[config.mk]
export PLATFORM = sky130hd
export DESIGN_NAME = vga_plot_sink
export DESIGN_NICKNAME = d
export VERILOG_FILES = /design/src/rtl/vga_pkg.sv /design/src/rtl/pixel_fifo.sv /design/src/rtl/vga_plot_sink.sv
export SDC_FILE = /design/constraint.sdc
export NUM_CORES = 1
export LEC_CHECK = 0
export BUFFER_PORTS_ARGS = -buffer_cell sky130_fd_sc_hd__clkbuf_2
export CAP_MARGIN = 20
export CORE_ASPECT_RATIO = 1.2
export CORE_MARGIN = 4
export CORE_UTILIZATION = 57
export CTS_BUF_LIST = sky130_fd_sc_hd__clkbuf_16
export CTS_CLUSTER_DIAMETER = 150
export DETAILED_ROUTE_END_ITERATION = 10
export PLACE_DENSITY = 0.84
export SLEW_MARGIN = 10
export SYNTH_ARGS = -nofsm -noshare
export SYNTH_HDL_FRONTEND = slang
export SYNTH_SLANG_ARGS = --single-unit
[constraint.sdc]
create_clock -name clk -period 2.4 [get_ports clk]
set_input_delay 0.12 -clock clk [delete_from_list [all_inputs] [get_ports clk]]
set_output_delay 0.12 -clock clk [all_outputs]
set_load 0.01 [all_outputs]
[src/rtl/vga_pkg.sv]
// vga_pkg: screen geometry, pixel record, colours and sink state shared by the VGA pixel path.
package vga_pkg;
  localparam int SCR_W = 160;
  localparam int SCR_H = 120;
  localparam logic [2:0] BLACK = 3'b000;
  localparam logic [2:0] GREEN = 3'b010;
  typedef struct packed {
    logic [7:0] x;
    logic [6:0] y;
    logic [2:0] colour;
  } pixel_t;
  typedef enum logic [1:0] {IDLE, RUN, FLUSH, DONE} sink_state_t;
endpackage

[src/rtl/pixel_fifo.sv]
// pixel_fifo: synchronous FIFO of pixel_t; pointers carry an extra wrap bit to tell full from empty.
module pixel_fifo
  import vga_pkg::*;
#(
  parameter int DEPTH = 4
) (
  input  logic   clk,
  input  logic   rst,
  input  logic   push,
  input  logic   pop,
  input  pixel_t din,
  output pixel_t dout,
  output logic   full,
  output logic   empty
);
  localparam int AW = $clog2(DEPTH);
  pixel_t mem [DEPTH];
  logic [AW:0] wp, rp;
  assign empty = wp == rp;
  assign full = wp[AW] != rp[AW] && wp[AW-1:0] == rp[AW-1:0];
  assign dout = mem[rp[AW-1:0]];
  always_ff @(posedge clk or posedge rst)
    if (rst) begin
      wp <= '0;
      rp <= '0;
    end else begin
      if (push && !full) wp <= wp + (AW+1)'(1);
      if (pop && !empty) rp <= rp + (AW+1)'(1);
    end
  always_ff @(posedge clk)
    if (push && !full) mem[wp[AW-1:0]] <= din;
endmodule

[src/rtl/vga_plot_sink.sv]
// vga_plot_sink: clips signed pixel requests to the screen, queues survivors and drains them to the VGA adapter.
// Define VGA_PLOT_SINK_STATS_EN to add saturating plotted/clipped counters.
module vga_plot_sink #(
  parameter int DEPTH = 4,
  parameter int SCR_W = vga_pkg::SCR_W,
  parameter int SCR_H = vga_pkg::SCR_H
) (
  input  logic        clk,
  input  logic        rst,
  input  logic        start,
  input  logic        in_valid,
  output logic        in_ready,
  input  logic [8:0]  in_x,
  input  logic [7:0]  in_y,
  input  logic [2:0]  in_colour,
  input  logic        in_last,
  input  logic        drain_en,
  output logic [7:0]  vga_x,
  output logic [6:0]  vga_y,
  output logic [2:0]  vga_colour,
  output logic        vga_plot,
  output logic        done
`ifdef VGA_PLOT_SINK_STATS_EN
  ,
  output logic [15:0] plotted_cnt,
  output logic [15:0] clipped_cnt
`endif
);
  import vga_pkg::*;
  sink_state_t state, nxt;
  pixel_t din, head;
  logic full, empty, accept, keep, push, pop;
  int sx, sy;
  assign sx = int'($signed(in_x));
  assign sy = int'($signed(in_y));
  assign keep = sx >= 0 && sx < SCR_W && sy >= 0 && sy < SCR_H;
  assign in_ready = !full;
  assign accept = in_valid && in_ready;
  assign push = accept && keep;
  assign pop = drain_en && !empty;
  assign din = '{x: in_x[7:0], y: in_y[6:0], colour: in_colour};
  pixel_fifo #(.DEPTH(DEPTH)) u_fifo (
    .clk(clk), .rst(rst), .push(push), .pop(pop),
    .din(din), .dout(head), .full(full), .empty(empty)
  );
  always_ff @(posedge clk or posedge rst)
    if (rst) begin
      vga_x <= '0;
      vga_y <= '0;
      vga_colour <= '0;
      vga_plot <= 1'b0;
    end else begin
      vga_plot <= pop;
      if (pop) {vga_x, vga_y, vga_colour} <= head;
    end
  always_ff @(posedge clk or posedge rst)
    if (rst) state <= IDLE;
    else state <= nxt;
  // An empty FIFO in FLUSH implies no pop this cycle, so the last pixel has already left.
  always_comb
    nxt = start ? RUN
        : (state == RUN && accept && in_last) ? FLUSH
        : (state == FLUSH && empty) ? DONE
        : state;
  always_comb done = state == DONE;
`ifdef VGA_PLOT_SINK_STATS_EN
  always_ff @(posedge clk or posedge rst)
    if (rst) begin
      plotted_cnt <= '0;
      clipped_cnt <= '0;
    end else if (start) begin
      plotted_cnt <= '0;
      clipped_cnt <= '0;
    end else begin
      if (pop && plotted_cnt != 16'hFFFF) plotted_cnt <= plotted_cnt + 16'd1;
      if (accept && !keep && clipped_cnt != 16'hFFFF) clipped_cnt <= clipped_cnt + 16'd1;
    end
`endif
endmodule

==> impl_metrics.py <==
metrics = {
    "hold_path": {
        "hp-class": "in2reg",
        "min_from": "in_colour[1]",
        "holdPathStages": 1,
        "holdPathEnd": "u_fifo.mem[2][1]",
    },
    "critical_path": {
        "cp_slowest_cell": "and2_1",
        "critPathTopFamily": "simple AND/OR/NAND/NOR gates",
        "crit_type": "reg2reg",
        "critPathBufInv": 0,
        "cp_slowest_stage_delay_ps": 760,
        "path_max_fanout": 18,
        "r2r_slack_ps": 160,
        "startpoint_type": "register",
        "arrival_ps": 2200,
        "cp_data_required_time_ps": 2360,
        "end_kind": "register",
        "critical_path.cell_chain": "xor2_1 > nor3_2 > nor2_2 > and2_1",
        "reg2reg_to": "u_fifo.mem[1][13]",
        "timing.rr.start": "u_fifo.wp[0]",
        "r2r_cells": 4,
    },
    "floorplanning": {
        "rows": 32,
        "die-area_um2": 8300,
        "die_w_um": 83.9,
        "design.core.area_um2": 6570,
        "die_y_um": 99.0,
        "initial_core_util": 0.599,
        "io-pin-count": 47,
    },
    "global_routing": {
        "top_usage_layer": "met2",
        "grt.total_usage": 0.177,
        "grt_util_met1": 0.226,
        "grt-ovfl-total": 0,
        "grt_pass1_wl_um": 10800,
        "use_met2": 0.292,
        "grt_use_met3": 0.0485,
        "grt_max_degree": 28,
        "grt_pass1_vias": 1970,
        "antenna_found_initial": 0,
    },
    "final_layout": {
        "final_util": 0.713,
        "drive_above_1_share": 0.425,
        "fillers": 424,
        "nets": 278,
        "num_antenna_cells": 0,
        "syn2layout_area_growth_pct": 18.9,
        "ff_latch_area_um2": 2840,
        "multi_input_area_um2": 1010,
    },
    "sta": {
        "setup_violations": 0,
        "clock.fmax_mhz": 447,
        "rsz0062_at_grt": "no",
        "slew_violations": 0,
        "fin_tns_setup_ps": 0,
        "final_hold_viol_count": 0,
        "finalCritPeriodShare": 0.931,
        "worst_slew_pin_slew_ps": 904,
        "min_period_ps": 2240,
        "fin_skew_ps": 4.92,
        "setup_ws_ps": 164,
        "slew_headroom": 0.398,
    },
    "clock_tree": {
        "cts_tree": "yes",
        "numCtsBuffers": 9,
        "root_buffer": "clkbuf_16",
        "clock-sinks": 99,
        "ctsLongestPathBuffers": 2,
        "clock_latency_ps": 340,
        "h-tree-depth": 3,
        "clk_pin_slew_ps": 70,
    },
    "detailed_routing": {
        "drt_iter0_markers": 158,
        "firstDrtPassIters": 5,
        "ant_nets": 0,
        "drt_wl_total_um": 6670,
        "vias": 1877,
        "avgRoutedWirePerCell_um": 19.8,
        "post-route-drc-count": 0,
        "avgViaCountPerCell": 5.57,
    },
    "placement": {
        "post-place-ws_ps": 137,
        "gp_congestion": 0.741,
        "hpwlAfterDp_um": 4100,
        "port_buffers": 46,
    },
    "power": {
        "power.density_nw_per_um2": 1190,
        "power_w": 0.00557,
        "vdd_drop_max_uv": 990,
        "power.leakage_nw": 1.83,
    },
    "logic_synthesis": {
        "syn_area_per_cell_um2": 21.7,
        "synth_edf_count": 72,
        "syn-num-nets": 212,
        "syn_inst": 181,
        "syn-cell-area_um2": 3940,
        "ys_types": 29,
        "ys_seq_elements": 99,
        "synthArstFlopShare": 0.273,
        "ys_seq_area_frac": 0.721,
        "yosysWarnings": 0,
        "ys.flop_type": "edfxtp_1",
    },
    "status": {
        "outcome": "completed",
    },
    "job": {
        "drv_cap": 0,
    },
}
## worst max-delay path by stage
stage | from | endpoint | slack (ps) | depth (start not counted)
after CTS | u_fifo.wp[0] | u_fifo.mem[0][13] | 80 | 4
after detailed placement | u_fifo.wp[0] | u_fifo.mem[0][11] | 140 | 4
after global routing | u_fifo.wp[0] | u_fifo.mem[1][17] | 30 | 4
after global placement | u_fifo.wp[0] | u_fifo.mem[2][10] | 250 | 4
after floorplan | u_fifo.wp[0] | u_fifo.mem[3][0] | 360 | 3
final | u_fifo.wp[0] | u_fifo.mem[1][13] | 160 | 4
## power by group
group / internal, W / switching [W] / leakage, nW
Combinational: 0.000909 / 0.000754 / 0.696
Clock: 0.00102 / 0.000599 / 0.171
Sequential: 0.00212 / 0.000169 / 0.965
## Yosys cell counts (2+ instances only)
cell type,instances,area (µm²)
edfxtp_1,72,2160
dfrtp_1,27,676
mux2_4,19,285
mux4_2,12,270
mux4_1,6,158
ha_1,5,62.6
inv_1,5,18.8
xor2_1,5,43.8
and2_1,4,25.0
buf_12,2,40.0
buf_2,2,10.0
nand4_1,2,12.5
nor2_1,2,7.51
nor4_1,2,12.5
xnor2_1,2,17.5
## routing by layer
metal	share of wire	vias up
met1	0.40	973
li1	-	847
met3	0.044	7
met4	0.012	0
met2	0.54	50
met5	0	-
## layout make-up
class / instances / share of cell area
multi-input cells: 71 / 0.216
inverters: 5 / 0.00401
repair buffers: 61 / 0.0780
flip-flops and latches: 99 / 0.606
well taps: 85 / 0.0227
clock buffers: 9 / 0.0481
clock inverters: 7 / 0.0249
## worst register-to-register path: cells and delay by family (launching register included)
kind,cells,cell delay [ps]
flip-flops,1,420
AND/OR/NAND/NOR,3,1080
XOR/XNOR,1,360
## registers in the layout, indices dropped and copies added, names as in the netlist
register,flops
state,2
u_fifo.mem,72
u_fifo.rp,3
u_fifo.wp,3
vga_colour,3
vga_plot,1
vga_x,8
vga_y,7
## per-stage QoR
stage / cell area [µm²] / hold WS [ps] / std cells
4_1_cts: 4670 / 0.472 / 336
2_1_floorplan: 3940 / 173 / 181
3_5_place_dp: 4250 / 195 / 312
6_report: 4680 / 6.32 / 337
5_1_grt: 4680 / 0.243 / 337
3_3_place_gp: 4250 / 191 / 312
## placed cells by master, fill, tap and decap left out, types with 5 or more instances in the layout
master | netlist | final
edfxtp_1 | 72 | 72
clkbuf_2 | 0 | 46
dfrtp_1 | 27 | 27
mux2_4 | 19 | 19
mux4_2 | 12 | 12
clkbuf_16 | 0 | 9
dlygate4sd3_1 | 0 | 9
inv_1 | 5 | 6
mux4_1 | 6 | 6
buf_4 | 0 | 6
xor2_1 | 5 | 5
ha_1 | 5 | 5
## kinds of logic (layout without fill, tap and decap cells)
family / Yosys count / in the layout / share of synthesized area
AO/OA/AOI/OAI: 3 / 3 / 0.00699
buffers and inverters: 11 / 82 / 0.0242
adder cells (fa/ha/maj): 5 / 5 / 0.0159
multiplexers: 38 / 38 / 0.184
XOR/XNOR: 8 / 8 / 0.0197
flip-flops: 99 / 99 / 0.721
AND/OR/NAND/NOR: 17 / 17 / 0.0283
## timing repair
| action | 4_1_cts | 5_1_grt |
|---|---|---|
| resized for setup | 0 | 2 |
| buffers inserted | 0 | 0 |
| hold buffers | 8 | 1 |
| hold endpoints to repair | 49 | 4 |
| endpoints found under the setup margin | 0 | 19 |
Note: power is estimated with default switching activity, not from simulation.
